File: src/rtl/sdft_spectrum_sequencer.sv
// Sequencer between the ADC sample stream, an sdft core and the bar-display frequency BRAM.
// Steps the sdft once per sample and periodically reads one bin, post-processes it and stores it.
module sdft_spectrum_sequencer #(
  parameter int unsigned DATA_W        = 8,
  parameter int unsigned FREQ_W        = 16,
  parameter int unsigned BINS          = 16,
  parameter int unsigned ADDR_W        = 4,
  parameter int unsigned UPDATE_PERIOD = 64,
  parameter int unsigned MAG_SHIFT     = 8,
  parameter int unsigned OUT_W         = 10,
  parameter int unsigned DECAY_SHIFT   = 3,
  parameter int unsigned AVG_SHIFT     = 2
) (
  input  logic                     clk,
  input  logic                     reset_n,
  input  logic        [DATA_W-1:0] sample_in,
  input  logic                     blank,
  input  logic        [1:0]        mode,
  input  logic                     fft_ready,
  output logic                     fft_start,
  output logic        [DATA_W-1:0] fft_sample,
  output logic                     fft_read,
  output logic        [ADDR_W-1:0] fft_bin_addr,
  input  logic signed [FREQ_W-1:0] bin_real,
  input  logic signed [FREQ_W-1:0] bin_imag,
  output logic                     bram_w_en,
  output logic        [ADDR_W-1:0] bram_w_addr,
  output logic        [OUT_W-1:0]  bram_w_data,
  output logic                     frame_done
);

  localparam int unsigned CNT_W  = (UPDATE_PERIOD > 1) ? $clog2(UPDATE_PERIOD) : 1;
  localparam int unsigned PROD_W = 2 * FREQ_W;
  localparam int unsigned SQ_W   = PROD_W + 1;

  localparam logic [CNT_W-1:0]  CntLast = CNT_W'(UPDATE_PERIOD - 1);
  localparam logic [ADDR_W-1:0] BinLast = ADDR_W'(BINS - 1);
  localparam logic [OUT_W-1:0]  OutMax  = '1;

  typedef enum logic [2:0] {
    StWait,
    StBusy,
    StRun,
    StRead,
    StMag,
    StProc,
    StWrite
  } state_e;

  state_e            state_q;
  logic [CNT_W-1:0]  step_cnt_q;
  logic [ADDR_W-1:0] bin_idx_q;
  logic [OUT_W-1:0]  mag_q;
  logic [OUT_W-1:0]  history_q [BINS];

  // Magnitude squared: both squares are non-negative, so the sum is treated as unsigned.
  logic signed [PROD_W-1:0] re_sq;
  logic signed [PROD_W-1:0] im_sq;
  logic        [SQ_W-1:0]   mag_sum;
  logic        [SQ_W-1:0]   mag_shr;
  logic        [OUT_W-1:0]  mag_sat;

  assign re_sq   = bin_real * bin_real;
  assign im_sq   = bin_imag * bin_imag;
  assign mag_sum = {1'b0, re_sq} + {1'b0, im_sq};
  assign mag_shr = mag_sum >> MAG_SHIFT;
  assign mag_sat = (|mag_shr[SQ_W-1:OUT_W]) ? OutMax : mag_shr[OUT_W-1:0];

  logic        [OUT_W-1:0] hist_cur;
  logic        [OUT_W-1:0] decay;
  logic        [OUT_W-1:0] peak;
  logic signed [OUT_W:0]   avg_diff;
  logic signed [OUT_W:0]   avg_sum;
  logic        [OUT_W-1:0] avg;
  logic        [OUT_W-1:0] proc_res;

  always_comb begin
    hist_cur = history_q[bin_idx_q];
    decay    = hist_cur - (hist_cur >> DECAY_SHIFT);
    // Small values have a zero decay term; step down by one so a silent bin reaches zero.
    if (mag_q == '0 && hist_cur != '0 && (hist_cur >> DECAY_SHIFT) == '0) begin
      decay = hist_cur - 1'b1;
    end
    peak     = (mag_q > decay) ? mag_q : decay;
    avg_diff = $signed({1'b0, mag_q}) - $signed({1'b0, hist_cur});
    avg_sum  = $signed({1'b0, hist_cur}) + (avg_diff >>> AVG_SHIFT);
    // The average lies between h and m, so only the negative side can need clamping.
    avg      = avg_sum[OUT_W] ? '0 : avg_sum[OUT_W-1:0];
    case (mode)
      2'd0:    proc_res = mag_q;
      2'd1:    proc_res = peak;
      2'd2:    proc_res = avg;
      default: proc_res = hist_cur;
    endcase
  end

  always_ff @(posedge clk or negedge reset_n) begin
    if (!reset_n) begin
      state_q      <= StWait;
      step_cnt_q   <= '0;
      bin_idx_q    <= '0;
      mag_q        <= '0;
      fft_start    <= 1'b0;
      fft_sample   <= '0;
      fft_read     <= 1'b0;
      fft_bin_addr <= '0;
      bram_w_en    <= 1'b0;
      bram_w_addr  <= '0;
      bram_w_data  <= '0;
      frame_done   <= 1'b0;
      for (int i = 0; i < BINS; i++) begin
        history_q[i] <= '0;
      end
    end else begin
      case (state_q)
        StWait: begin
          if (fft_ready) begin
            fft_sample <= sample_in;
            fft_start  <= 1'b1;
            state_q    <= StBusy;
          end
        end
        StBusy: begin
          if (!fft_ready) begin
            fft_start <= 1'b0;
            state_q   <= StRun;
          end
        end
        StRun: begin
          if (fft_ready) begin
            // A due read waits for blanking; the counter holds at its last value meanwhile.
            if (step_cnt_q == CntLast && blank) begin
              step_cnt_q   <= '0;
              fft_read     <= 1'b1;
              fft_bin_addr <= bin_idx_q;
              state_q      <= StRead;
            end else begin
              if (step_cnt_q != CntLast) begin
                step_cnt_q <= step_cnt_q + 1'b1;
              end
              state_q <= StWait;
            end
          end
        end
        StRead: begin
          fft_read <= 1'b0;
          state_q  <= StMag;
        end
        StMag: begin
          mag_q   <= mag_sat;
          state_q <= StProc;
        end
        StProc: begin
          if (mode != 2'd3) begin
            history_q[bin_idx_q] <= proc_res;
            bram_w_en            <= 1'b1;
            bram_w_addr          <= bin_idx_q;
            bram_w_data          <= proc_res;
          end
          frame_done <= (bin_idx_q == BinLast);
          state_q    <= StWrite;
        end
        StWrite: begin
          bram_w_en  <= 1'b0;
          frame_done <= 1'b0;
          bin_idx_q  <= (bin_idx_q == BinLast) ? '0 : bin_idx_q + 1'b1;
          state_q    <= StWait;
        end
        default: begin
          state_q <= StWait;
        end
      endcase
    end
  end

endmodule
File: config.mk
export PLATFORM = sky130hd
export DESIGN_NAME = sdft_spectrum_sequencer
export DESIGN_NICKNAME = d
export VERILOG_FILES = /design/src/rtl/sdft_spectrum_sequencer.sv
export SDC_FILE = /design/constraint.sdc
export NUM_CORES = 2
export LEC_CHECK = 0
export ABC_AREA = 1
export CORE_MARGIN = 3
export CORE_UTILIZATION = 59
export DETAILED_ROUTE_END_ITERATION = 10
export HOLD_SLACK_MARGIN = 0.08
export PLACE_DENSITY_LB_ADDON = 0.05
export SLEW_MARGIN = 40
export SYNTH_ARGS = -nofsm -noshare
export SYNTH_HDL_FRONTEND = slang
export SYNTH_SLANG_ARGS = --single-unit
File: constraint.sdc
create_clock -name clk -period 5 [get_ports clk]
set_clock_uncertainty 0.05 [all_clocks]
set_input_delay 1 -clock clk [delete_from_list [all_inputs] [get_ports clk]]
set_output_delay 1 -clock clk [all_outputs]
set_load 0.02 [all_outputs]
==> results_dict.tcl <==
set metrics [dict create \
    status "complete, but fails checks" \
    failed_checks "setup timing" \
    mostFrequentLayoutCell "nand2_1" \
    io_buffer_count 75 \
    synthesis.area_mm2 0.0324 \
    cp_slowest_stage_delay_ns 0.68 \
    clk_pin_slew_ns 0.06 \
    cap_viol_max_count 0 \
    dr.first_iter.drc_count 2028 \
    min_period_over_period_pct 160 \
    r2r_setup_slack_ns -0.50 \
    synthArstFlopShare_pct 100 \
    dpl.hpwl_mm 72.3 \
    clk_latency_ns 0.52 \
    hold_path_class "in -> async" \
    h-tree-depth 1 \
    die_area_mm2 0.0578 \
    coreArea_mm2 0.0541 \
    grt_usage_pct 34.4 \
    reg2reg_to "history_q[81]" \
    yosysSeqAreaShare_pct 16.4 \
    crit_fanout 10 \
    syn_inst 4276 \
    ant_nets 0 \
    slew_violations 0 \
    fmax_mhz 125 \
    drc 0 \
    synth_top_area_share_pct 29.6 \
    crit_slowest_cell "fa_2" \
    grt_max_degree 112 \
    vias 30800 \
    reg2reg_from "bin_idx_q[0]" \
    antenna_found_initial 5 \
    via_per_inst 5.41 \
    cts_buffers 21 \
    rsz0062_at_grt "yes" \
    r2r_cells 37 \
    cts_root_buffer "clkbuf_16" \
    clock_sinks 213 \
    dr.pass1.iters 6 \
    grt_pass1_vias 31200 \
    fin_ws_ns -2.99 \
    avgSynthCellArea_um2 7.59 \
    yosys_register_bits 213 \
    final_cell_mix "991 x nand2_1, 932 x inv_1, 641 x buf_4, 470 x fa_1, 220 x nor2_1" \
    overflow 0 \
    post-place-ws_ns -3.76 \
    die_h_um 240 \
    syn_nets 5039 \
    rows 85 \
    finalSetupViolations 180 \
    startpoint "bin_real[15]" \
    crit_type "in -> reg" \
    cpMostUsedCell "nand2_1" \
    crit_arrival_ns 8.34 \
    synthFlopType "dfrtp_1" \
    endpoint_kind "register" \
    cp_top_family "adder cells" \
    critPathRequiredTime_ns 5.35 \
    ios 76 \
    cts_tree "yes" \
    start_util_pct 59.9 \
    final-hold-violation-count 0 \
    synth_edf_count 0 \
    startpoint_type "input port" \
    die_w_um 240 \
    grt_pass1_wl_mm 158 \
    drive_gt1_share_pct 26.8 \
    cts.hold.buffers_added 0 \
    place_congestion 1.00 \
    timing.slew.headroom_pct 40.7 \
    fill_cells 3605 \
    wl_mm 102 \
    cts_buffer_depth 3 \
    wire_per_inst_um 17.9 \
    cp.buffers_inverters 9 \
    synthToLayoutAreaGrowth_pct 34.3 \
    ys_top_cells_by_area "fa_1 30%, dfrtp_1 16%, nand2_1 13%" \
    synth.largest_area_cell "fa_1" \
    ys_warn_count 0 \
    fin_crit_ns 7.99 \
    synth_cell_types 50 \
    worst_pin_slew_ns 0.887 \
    nNetsFinal 5744 \
]
cells by family (layout without fill, tap and decap cells):
kind of cell	after synthesis	in the layout	share of synthesized area [%]
adders and majority gates	717	717	38.8
and+or+nand+nor	1755	1756	22.1
xor gates and xnor gates	116	116	3.16
buffers and inverters	1118	1836	13.3
muxes	8	8	0.278
AOI/OAI and AO/OA	349	349	5.96
other	0	2	0
DFF	213	213	16.4
metrics by stage:
stage               TNS (ns)  cell area (um2)  util, %  hold WS [ns]  std cells
floorplan             -24.49            32900        -         0.394       4276
global placement     -113.82            38800     71.7         0.406       5542
detailed placement   -120.00            38800     71.7         0.410       5542
CTS                   -59.55            41800     77.3         0.419       5661
global route         -155.12            43500     80.4         0.435       5691
finish               -100.54            43600     80.5         0.412       5693
layout make-up:
cell class              count  area (um2)  share of cell area (%)
multi-input cells        2946       25700                    59.0
repair buffers            813        7250                    16.7
flip-flops and latches    213        5330                    12.2
inverters                 985        3720                    8.55
well taps                 696         871                    2.00
clock buffers              28         592                    1.36
clock inverters             9        77.6                   0.178
repair inverters            1        16.3                  0.0373
diodes                      2        5.00                  0.0115
synth_stat cells, types with 3 or more instances:
cell type / instances
fa_1: 480
buf_1: 5
o21bai_1: 18
inv_1: 962
nand3_1: 264
nand2_2: 5
xor2_1: 67
dfrtp_1: 213
o21ai_1: 15
nor3_1: 36
nor2_2: 5
ha_1: 237
buf_2: 34
o21a_1: 3
xnor2_1: 48
inv_2: 5
and2_1: 3
nor2_1: 265
nor4_1: 6
nand2_1: 1116
o21ai_0: 121
a21o_1: 12
o211ai_1: 4
nand4_1: 31
clkinv_1: 18
a21oi_1: 126
o22ai_1: 25
buf_4: 9
buf_6: 5
clkbuf_1: 80
a211oi_1: 3
mux2_2: 8
or2_2: 15
a31oi_1: 10
registers in the layout, summed over array words and instances, names as in the netlist, 3 cells and up:
| register | cells |
|---|---|
| fft_bin_addr | 4 |
| history_q | 160 |
| bram_w_data | 10 |
| step_cnt_q | 6 |
| fft_sample | 8 |
| state_q | 3 |
| bram_w_addr | 4 |
| mag_q | 10 |
| bin_idx_q | 4 |
what timing repair did:
action | CTS | global route
cloned | 12 | 2
setup endpoints to repair | 180 | 180
buffers inserted | 77 | 38
gates resized for setup | 377 | 333
pin swaps | 245 | 278
hold endpoints to repair | 0 | 0
worst max path at each step:
stage / end / cells after the start
finish: mag_q[1] / 39
global route: mag_q[1] / 42
CTS: mag_q[1] / 33
detailed placement: mag_q[8] / 33
global placement: mag_q[0] / 33
floorplan: mag_q[0] / 35
layer usage:
layer | wire length [um] | track usage [%]
met2 | 48500 | 57.7
met1 | 37700 | 41.6
met5 | 80 | 0
met4 | 7200 | 19.7
met3 | 8670 | 6.95
Power is left out: the tool's default activity adds up to more than one toggle a clock period on the data nets, which glitch-free logic cannot reach.
